==> src/rtl/fifo_narrow_to_wide.sv <==
// Asymmetric show-ahead FIFO: DATA_WIDTH-bit writes, 2*DATA_WIDTH-bit reads.
// The earlier-written narrow word occupies the low half of the wide read word.
module fifo_narrow_to_wide #(
    parameter int unsigned ADDR_WIDTH = 3,
    parameter int unsigned DATA_WIDTH = 4
) (
    input  logic                    clk,
    input  logic                    reset_n,
    input  logic                    wr,
    input  logic [DATA_WIDTH-1:0]   w_data,
    input  logic                    rd,
    output logic [2*DATA_WIDTH-1:0] r_data,
    output logic                    full,
    output logic                    empty,
    output logic [ADDR_WIDTH:0]     level
);

    localparam int unsigned DEPTH = 2 ** ADDR_WIDTH;
    localparam int unsigned CW    = ADDR_WIDTH + 1;

    logic [DATA_WIDTH-1:0] mem [DEPTH];
    logic [ADDR_WIDTH-1:0] w_ptr;
    logic [ADDR_WIDTH-1:0] r_ptr;
    logic [ADDR_WIDTH-1:0] r_ptr_hi;
    logic [ADDR_WIDTH:0]   count;
    logic [ADDR_WIDTH:0]   count_nxt;
    logic                  wr_acc;
    logic                  rd_acc;

    // Requests against the flags are dropped silently.
    assign wr_acc = wr & ~full;
    assign rd_acc = rd & ~empty;

    assign full  = (count == CW'(DEPTH));
    assign empty = (count < CW'(2));
    assign level = count;

    // r_ptr is always even, so the partner entry never wraps unaligned.
    assign r_ptr_hi = r_ptr + ADDR_WIDTH'(1);
    assign r_data   = {mem[r_ptr_hi], mem[r_ptr]};

    always_comb begin
        count_nxt = count;
        case ({wr_acc, rd_acc})
            2'b10:   count_nxt = count + CW'(1);
            2'b01:   count_nxt = count - CW'(2);
            2'b11:   count_nxt = count - CW'(1);
            default: count_nxt = count;
        endcase
    end

    always_ff @(posedge clk or negedge reset_n) begin
        if (!reset_n) begin
            w_ptr <= '0;
            r_ptr <= '0;
            count <= '0;
        end else begin
            count <= count_nxt;
            if (wr_acc) begin
                w_ptr <= w_ptr + ADDR_WIDTH'(1);
            end
            if (rd_acc) begin
                r_ptr <= r_ptr + ADDR_WIDTH'(2);
            end
        end
    end

    // Storage is cleared on reset so r_data reads zero until refilled.
    always_ff @(posedge clk or negedge reset_n) begin
        if (!reset_n) begin
            mem <= '{default: '0};
        end else if (wr_acc) begin
            mem[w_ptr] <= w_data;
        end
    end

endmodule

==> config.mk <==
export PLATFORM = sky130hd
export DESIGN_NAME = fifo_narrow_to_wide
export DESIGN_NICKNAME = d
export VERILOG_FILES = /design/src/rtl/fifo_narrow_to_wide.sv
export SDC_FILE = /design/constraint.sdc
export NUM_CORES = 1
export LEC_CHECK = 0
export BUFFER_PORTS_ARGS = -buffer_cell sky130_fd_sc_hd__buf_2
export CAP_MARGIN = 20
export CORE_MARGIN = 2
export CORE_UTILIZATION = 52
export CTS_CLUSTER_DIAMETER = 150
export DETAILED_ROUTE_END_ITERATION = 10
export PLACE_DENSITY = 0.87
export SETUP_SLACK_MARGIN = 0.15
export SLEW_MARGIN = 25
export SYNTH_ARGS = -nofsm -noshare
export SYNTH_HDL_FRONTEND = slang
export SYNTH_SLANG_ARGS = --single-unit
export TNS_END_PERCENT = 20
==> constraint.sdc <==
create_clock -name clk -period 2.05 [get_ports clk]
set_clock_uncertainty 0.2 [all_clocks]
set_input_delay 0.41 -clock clk [delete_from_list [all_inputs] [get_ports clk]]
set_output_delay 0.41 -clock clk [all_outputs]
set_load 0.1 [all_outputs]
-- After elaboration in Yosys (flattened, before gate mapping)
Cells that the tools add are included.
- register bits after elaboration: 42
- logic and storage cells: 45
- multiplexer cells: 10
- bitwise logic cells: 7
- reductions and logical operators: 2
- add/subtract/negate cells: 6
- magnitude comparators: 5
- equal/unequal tests: 4
- operator list (kind ; number):
    $bwmux 32 ; 1
    $bmux 4 s3 ; 2
    $mux 4 ; 5
    $demux 4 s3 ; 1
    $ge 4x4->1 const B ; 3
    $not 3->4 ; 3
    $pmux 4 s3 ; 1
    $add 3x1->3 const B ; 2
    $add 4x1->4 const B ; 1
    $eq 2x2->1 const B ; 2
    $eq 4x4->1 const B ; 1
    $lt 4x1->1 const B ; 1
    $lt 4x2->1 const B ; 1
    $sub 4x1->4 const B ; 1
    $sub 4x2->4 const B ; 1
    $add 3x2->3 const B ; 1
    $reduce_bool 3->1 ; 1
    $and 1x1->1 ; 2
    $eq 2x1->1 const B ; 1
    $not 1->1 ; 2
    $logic_and 1x1->1 ; 1

-- Logic depth before layout (Yosys ltp)
Gate-level depths: netlist (run 1).
- depth after elaboration: 6
- depth in mapped cells: 9

-- Worst setup path after synthesis (run 1)
OpenSTA, ideal clock, no wires.
- kind: register to register
- start: register count[3], in the netlist level[3]
- end: register count[3], in the netlist level[3]
- data required time: 1.686 ns
- stages on the path, launching flop included: 10
- data arrival time: 3.704 ns
- slack: -2.019 ns
- library setup time: 0.164 ns
- clock period less this slack: 4.069 ns
- path buffers: 0
- cells stage by stage: dfrtp_1 > nor4b_4 > nor2_1 > nand2_1 > inv_1 > ha_1 > nand3_1 > and3_1 > o31ai_1 > xor2_1
- cells in the longest elaborated chain, start to end: 5
- elaborated cells on any way between the ends: 14
- RTL lines (element ; RTL line ; text):
    start: declaration ; 25 ; logic [ADDR_WIDTH:0] count;
    start signal: assignment ; 58 ; count <= count_nxt;
    $eq 4x4->1 * ; 34 ; assign full = (count == CW'(DEPTH));
    named net full ; 13 ; output logic full,
    $not 1->1 * ; 31 ; assign wr_acc = wr & ~full;
    $and 1x1->1 * ; 31 ;
    $eq 2x2->1 or $eq 2x1->1 (tied branches) ; 44 ; case ({wr_acc, rd_acc})
    $pmux 4 s3 or $reduce_bool 3->1 (tied branches) ; n/a ;
Mark *: on every way through the listed nets, which the timed path passes. The rest lies on a longest branch.
A chain may end at the register's enable or synchronous reset.

-- Worst setup path in the final report (run 1)
- start: register count[0], in the netlist level[0]
- end: register count[3], in the netlist level[3]
- cells in the longest elaborated chain, start to end: 5
- elaborated cells on any way between the ends: 14
- RTL lines (element ; RTL line):
    $lt 4x2->1 or $eq 4x4->1 (tied branches) ; 35, 34
    $not 1->1, on equally long branches ; 32, 31
    $and 1x1->1, on equally long branches ; 32, 31
    $eq 2x2->1 or $eq 2x1->1 (tied branches) ; 44
    $pmux 4 s3 or $reduce_bool 3->1 (tied branches) ; n/a
Several ways; a longest one is shown, not always the timed one.

==> out/qor.yml, run 1 <==
worst_setup_path:
  arrival_ns: 2.31
  cp-end-kind: "flop"
  critPathLaunchType: "flop"
  crit_required_ns: 2.07
  cp_max_fo: 3
  crit_slowest_cell: "dfrtp_4"
  criticalPathCategory: "reg2reg"
  critical_path.cell_chain: "nor4b_4 > nor2_2 > nand2_2 > inv_4 > ha_4 > a21oi_4 > a21oi_2 > o31ai_4 > xor2_1"
  cpPeakStageDelay_ns: 0.49
yosys:
  yosys.area.top_type_share_pct: 51.0
  synth_top_cells_by_count: "41 x dfrtp_1, 32 x mux2_2, 9 x nand2_1, 8 x mux4_2"
  yosys_warnings: 0
  synth_edf_count: 0
  synth_most_common_cell: "dfrtp_1"
  synthArstFlopShare_pct: 100
  synth_cell_type_count: 28
  syn_inst: 137
  synth_fp_nets: 150
  avgSynthCellArea_sq_um: 14.7
  synth_top_area_cell: "dfrtp_1"
  synth_area_sq_um: 2010
  ys_seq_area_share_pct: 51.0
  ys_seq_elements: 41
  yosys-top-cells-area: "dfrtp_1 51%, mux2_2 18%, mux4_2 9.0%"
  ys.flop_type: "dfrtp_1"
final_layout:
  drive_gt1_share_pct: 62.6
  nets: 200
  multi_input_area_sq_um: 1130
  fin_area_sq_um: 2800
  diodes: 0
  n_fill_cell: 204
  area_delta_synth_final_pct: 39.1
  seq_area_sq_um: 1040
clocking:
  cts-root-buf: "clkbuf_8"
  clock_latency_ns: 0.29
  ctsLongestPathBuffers: 2
  tritoncts: "built"
  cts_buffers: 5
  cts.sinks: 41
  h-tree-depth: 2
  path_clk_slew_ns: 0.07
global_routing:
  first_global_vias: 1472
  antenna_found_initial: 0
  grt_max_degree: 42
  grt_first_pass_wirelength_mm: 7.67
  track_usage_pct: 24.8
  overflow: 0
detailed_routing:
  ant_nets: 0
  drc: 0
  drt-initial-drc-count: 72
  detail_route.first_pass.iterations: 5
  wire_per_inst_microns: 21.6
  vias: 1361
  finalWirelength_mm: 5.09
  vias_per_cell: 5.79
timing:
  fin_crit_sh_pct: 112
  worst-slew-pin-transition_ns: 0.638
  maxSlewHeadroom_pct: 57.5
  setup_viol: 41
  slew_viol_final: 0
  timing.final.ws_setup_ns: -0.241
  finalHoldViolCount: 0
  fmax_mhz: 436
  period_needed_ns: 2.29
  rsz0062_at_grt: "true"
placed_design:
  placed_area_sq_um: 2380
  dp_hpwl_mm: 3.06
  port-buffer-count: 21
  place.gp.congestion: 0.811
floorplan:
  ios: 22
  fp.dieW_microns: 66.2
  core_sq_um: 3690
  die_area_sq_um: 4380
  initial_core_util_pct: 54.5
  fp-row-count: 22
  die_y_microns: 66.2
min_path:
  hold_path.class: "in2reg"
flow_run:
  cap_violations: 0
status:
  status: "finished with violations"
  violations: "negative setup slack"
[stage by stage]
| step | util, % | setup slack (ns) | TNS [ns] | cells | hold WS (ns) |
|---|---|---|---|---|---|
| after global placement | 64.6 | -0.0627 | -0.0627 | 219 | 0.281 |
| after CTS | 73.0 | -0.175 | -3.01 | 233 | 0.157 |
| after detailed placement | 64.6 | -0.190 | -0.190 | 219 | 0.290 |
| after floorplan | - | -1.41 | -36.28 | 137 | -0.0856 |
| final | 75.8 | -0.241 | -5.25 | 235 | 0.161 |
| after global routing | 75.8 | -0.286 | -6.61 | 235 | 0.171 |
[sequential cells by signal, summed over array words and instances (netlist names)]
signal	count
level	4
mem	32
r_ptr	2
w_ptr	3
[cell families (layout without fill, tap and decap cells)]
kind of cell,Yosys count,after routing,share of synthesized area [%]
flops,41,41,51.0
fa+ha+maj,5,5,3.48
mux,41,41,27.4
buf+inv,10,60,2.43
compound gates,9,9,2.92
simple gates,24,24,9.71
xor+xnor,7,7,3.05
[routing by layer]
layer | global-route usage, % | vias to the layer above | share of wire (%)
met5 | 0 | - | 0
met1 | 32.2 | 694 | 40
met3 | 5.79 | 13 | 4.5
met4 | 11.0 | 0 | 2.8
met2 | 39.6 | 56 | 53
li1 | - | 598 | -
[worst max-delay path, delay by kind of cell (launching register included)]
family,cells,cell delay [ns]
AO/OA/AOI/OAI,3,0.51
AND/OR/NAND/NOR,3,0.57
adder cells (fa/ha/maj),1,0.23
XOR/XNOR,1,0.15
flip-flops,1,0.49
buffers and inverters,1,0.05
[cell type report]
type,count,share of cell area [%]
sequential,41,37.2
tap,48,2.15
clock inverter,1,0.268
multi-input combinational,86,40.3
timing repair buffer,48,16.3
clock buffer,6,2.95
inverter,5,0.760
[cell usage in the layout (no fill, tap or decap), drive strengths merged]
cell,synthesis,layout
a21oi,2,2
and3,1,1
buf,5,47
clkbuf,0,6
clkinvlp,0,1
dfrtp,41,41
dlygate4sd3,0,1
fa,1,1
ha,4,4
inv,5,5
mux2,32,32
mux2i,1,1
mux4,8,8
nand2,9,9
nand2b,1,1
nand3,2,2
nand3b,1,1
nand4,1,1
nand4b,2,2
nor2,2,2
nor3,2,2
nor4b,3,3
o211ai,2,2
o21ai,2,2
o31a,1,1
o31ai,2,2
xnor2,5,5
xor2,2,2
[final timing paths]
check	from	endpoint	slack, ns	cells past startpoint
setup reg to reg	level[0]	level[3]	-0.24	9
min in group asynchronous	reset_n	r_ptr[2]	0.48	3
hold reg to reg	mem[27]	mem[27]	0.31	1
setup / recovery	level[0]	level[3]	-0.24	9
max in group asynchronous	reset_n	level[0]	0.77	3
hold / removal	wr	level[0]	0.16	2
[what timing repair did]
action	4_1_cts	5_1_grt
pin swaps	9	11
setup buffers	6	2
setup endpoints to repair	46	48
resized for setup	43	18
hold buffers	1	0
hold endpoints to repair	41	0
cloned	0	0
Power of run 1 is not shown: default switching activity piles up to over one toggle a cycle in this logic, so the estimate is an artifact.
==> run 2: changes to the inputs <==
Settings changed: TNS_END_PERCENT 20 to 1.
==> out/qor.yml, run 2 (synthesized netlist as in run 1, its figures left out) <==
worst_setup_path:
  crit_slowest_cell: "dfrtp_4"
  cp_max_fo: 4
  cpPeakStageDelay_ns: 0.51
  r2r_cells: 9
  critical_path.cell_chain: "nor4b_4 > nor2_2 > nand2_2 > inv_2 > ha_4 > nand3_2 > and3_4 > o31ai_4 > xor2_1"
  arrival_ns: 2.30
  critPathLaunchType: "flop"
  timing.rr.start: "level[1]"
  cp-end-kind: "flop"
  rrSetupSlack_ns: -0.25
  timing.rr.end: "level[3]"
  crit_required_ns: 2.05
  critPathLaunch: "level[1]"
  criticalPathCategory: "reg2reg"
detailed_routing:
  wl_met2_mm: 2.38
  ant_nets: 0
  drc: 0
  vias: 1338
  detail_route.first_pass.iterations: 4
  finalWirelength_mm: 4.66
  wire_per_inst_microns: 20.2
  dr_wl_met3_microns: 187
  drt-initial-drc-count: 29
  wl_met1_mm: 2.02
  top_layer: "met4"
  vias_per_cell: 5.79
floorplan:
  core_sq_um: 3690
  fp-row-count: 22
  die_area_sq_um: 4380
  fp.dieW_microns: 66.2
  initial_core_util_pct: 54.5
  ios: 22
  die_y_microns: 66.2
placed_design:
  dp_hpwl_mm: 3.04
  placed_area_sq_um: 2360
  port-buffer-count: 21
  place.gp.congestion: 0.834
final_layout:
  final_core_util_pct: 73.4
  drive_gt1_share_pct: 60.7
  final_common_cell: "dfrtp_1"
  fin_area_sq_um: 2710
  largest_reg_flops: 32
  area_delta_synth_final_pct: 34.7
  regMostFlops: "mem"
  layout_common_cells: "37 x dfrtp_1, 20 x mux2_4, 17 x buf_4"
  diodes: 0
  nets: 195
clocking:
  cts.sinks: 41
  ctsLongestPathBuffers: 2
  cts_buffers: 5
  cts-root-buf: "clkbuf_8"
  tritoncts: "built"
  clock_latency_ns: 0.30
  h-tree-depth: 2
  path_clk_slew_ns: 0.08
global_routing:
  antenna_found_initial: 0
  track_usage_pct: 23.1
  grt_first_pass_wirelength_mm: 7.20
  grt_max_degree: 23
  first_global_vias: 1401
  overflow: 0
timing:
  timing.hold.ws_ns: 0.215
  rsz0062_at_grt: "true"
  finalHoldViolCount: 0
  timing.final.ws_setup_ns: -0.247
  period_needed_ns: 2.30
  slew_viol_final: 0
  setup_viol: 22
  worst-slew-pin-transition_ns: 0.514
  fmax_mhz: 435
  maxSlewHeadroom_pct: 65.5
  fin_crit_sh_pct: 112
status:
  status: "finished with violations"
  violations: "negative setup slack"
min_path:
  hold_path.class: "in2reg"
  holdPathEnd: "level[0]"
  whs_path_depth: 3
  hp-start: "wr"
flow_run:
  cap_violations: 0
[run 2: changes by cell type in the layout (fill, tap and decap cells not counted), sizes merged]
cell / before / now
clkinvlp: 1 / 0
clkbuf: 6 / 8
bufinv: 0 / 1
clkinv: 0 / 1
inv: 5 / 6
buf: 47 / 39
[run 2: through the flow]
stage	setup TNS, ns	std cells	setup WS (ns)
floorplan	-37.11	137	-1.42
global placement	-0.0789	219	-0.0789
detailed placement	-0.253	219	-0.253
CTS	-1.82	230	-0.231
global route	-4.32	231	-0.325
finish	-3.24	231	-0.247
[run 2: repair_timing]
item / in CTS / in global routing
pin swaps: 11 / 4
setup buffers: 2 / 1
resized for setup: 45 / 10
hold buffers: 1 / 0
endpoints found under the hold margin: 19 / 0
endpoints found under the setup margin: 45 / 51
[run 2: per-layer routing]
metal  vias up  GRT usage (%)
li1        590              -
met1       704           32.0
met2        34           36.3
met3        10           3.75
met4         0           9.69
met5         -              0
[run 2: layout make-up]
class	instances	area, sq um
clock inverter	3	43.8
inverter	5	18.8
tap	48	60.1
fill	223	981
sequential	41	1040
multi-input combinational	86	1090
clock buffer	5	68.8
timing repair buffer	43	392
[run 2: worst max-delay path by stage]
stage	endpoint	slack, ns	cells after the start
floorplan	level[3]	-1.42	9
global placement	level[3]	-0.08	9
detailed placement	level[3]	-0.25	9
CTS	level[3]	-0.23	9
global route	level[3]	-0.32	9
finish	level[3]	-0.25	9
[run 2: critical path, delay by kind of cell (launching register included)]
family	cells	cell delay, ns
AND/OR/NAND/NOR	5	0.71
adder cells (fa/ha/maj)	1	0.28
AO/OA/AOI/OAI	1	0.26
buffers and inverters	1	0.06
flip-flops	1	0.51
XOR/XNOR	1	0.19
Power of run 2 is left out for the same reason.
==> run 3: changes to the inputs <==
Settings changed: GPL_TIMING_DRIVEN set to 0.
==> out/qor.yml, run 3 (synthesized netlist as in run 1, its figures left out) <==
status:
  status: "finished with violations"
  violations: "negative setup slack"
detailed_routing:
  drt-initial-drc-count: 35
  vias_per_cell: 5.65
  wire_per_inst_microns: 18.4
  vias: 1237
  ant_nets: 0
  finalWirelength_mm: 4.04
  drc: 0
  detail_route.first_pass.iterations: 3
final_layout:
  n_fill_cell: 233
  nets: 184
  area_delta_synth_final_pct: 27.0
  multi_input_area_sq_um: 1080
  regMostFlops: "mem"
  diodes: 0
  layout_common_cells: "37 x dfrtp_1, 16 x mux2_4, 16 x mux2_2"
  final_core_util_pct: 69.2
  final_common_cell: "dfrtp_1"
  largest_reg_flops: 32
  drive_gt1_share_pct: 57.9
  seq_area_sq_um: 1040
timing:
  period_needed_ns: 2.36
  fmax_mhz: 423
  finalSetupTns_ns: -2.48
  maxSlewHeadroom_pct: 39.9
  slew_viol_final: 0
  finalHoldViolCount: 0
  fin_crit_sh_pct: 115
  worst-slew-pin-transition_ns: 0.902
  rsz0062_at_grt: "true"
  timing.final.ws_setup_ns: -0.312
  setup_viol: 35
worst_setup_path:
  crit_buf_inv: 1
  crit_slowest_cell: "dfrtp_4"
  critPathLaunch: "level[0]"
  timing.rr.end: "level[3]"
  arrival_ns: 2.37
  rrSetupSlack_ns: -0.31
  cpPeakStageDelay_ns: 0.51
  crit_required_ns: 2.06
  critPathLaunchType: "flop"
  endpoint: "level[3]"
  cp_max_fo: 4
  criticalPathCategory: "reg2reg"
  cp_top_family: "simple AND/OR/NAND/NOR gates"
  path_depth: 9
  r2r_cells: 9
  timing.rr.start: "level[0]"
  critical_path.cell_chain: "nor4b_4 > nor2_4 > nand2_2 > inv_4 > ha_4 > nand3_4 > and3_4 > o31ai_4 > xor2_1"
  cp-end-kind: "flop"
min_path:
  hold_path.class: "in2async"
global_routing:
  grt_first_pass_wirelength_mm: 6.74
  grt_max_degree: 42
  first_global_vias: 1316
  track_usage_pct: 21.1
  overflow: 0
  antenna_found_initial: 0
clocking:
  tritoncts: "built"
  cts.sinks: 41
  cts_hold_buf: 0
  clock_latency_ns: 0.30
  ctsLongestPathBuffers: 2
  cts_buffers: 5
  h-tree-depth: 2
  path_clk_slew_ns: 0.08
  cts-root-buf: "clkbuf_8"
floorplan:
  fp.dieW_microns: 66.2
  initial_core_util_pct: 54.5
  die_area_sq_um: 4380
  die_y_microns: 66.2
  ios: 22
  core_sq_um: 3690
  fp-row-count: 22
placed_design:
  dp_hpwl_mm: 2.62
  place.gp.congestion: 0.731
  place_ws_ns: -0.460
  port-buffer-count: 21
flow_run:
  cap_violations: 0
run 3: cell count changes in the layout (fill, tap and decap cells not counted), moves of 2 or more:
| cell | delta |
|---|---|
| buf_4 | -10 |
| clkbuf_4 | -3 |
| buf_6 | +2 |
| mux2_2 | +4 |
| mux2_4 | -4 |
| buf_12 | -2 |
| buf_2 | +5 |
| buf_8 | -2 |
run 3: routing by layer:
metal	up-vias	wire length, microns	global-route usage, %
met3	2	87	5.11
met5	-	0	0
li1	565	-	-
met1	652	1760	27.9
met4	0	26	5.36
met2	18	2170	35.0
run 3: final cells by class:
cell class,count,area share (%)
Multi-Input combinational cell,86,42.4
Tap cell,48,2.35
Buffer,5,1.81
Clock buffer,6,3.23
Inverter,5,0.833
Timing Repair Buffer,27,8.43
Sequential cell,41,40.7
Clock inverter,1,0.294
run 3: worst min path at each step:
stage / from / endpoint / depth (start not counted)
after detailed placement: mem[8] / mem[8] / 1
final: reset_n / mem[2] / 1
after floorplan: reset_n / level[2] / 0
after global placement: mem[11] / mem[11] / 1
after global routing: reset_n / mem[30] / 1
after CTS: reset_n / mem[10] / 1
run 3: metrics by stage:
step                hold WS (ns)  instance area [sq um]  std cells
floorplan                -0.0856                   2050        137
global placement           0.282                   2210        206
detailed placement         0.291                   2210        206
CTS                       0.0596                   2530        219
global route               0.103                   2550        219
finish                    0.0406                   2550        219
run 3: what timing repair did:
| action | CTS | global route |
|---|---|---|
| gates resized for setup | 49 | 6 |
| buffers inserted | 6 | 0 |
| pin swaps | 10 | 8 |
| endpoints found under the setup margin | 45 | 45 |
Power of run 3 is left out for the same reason.
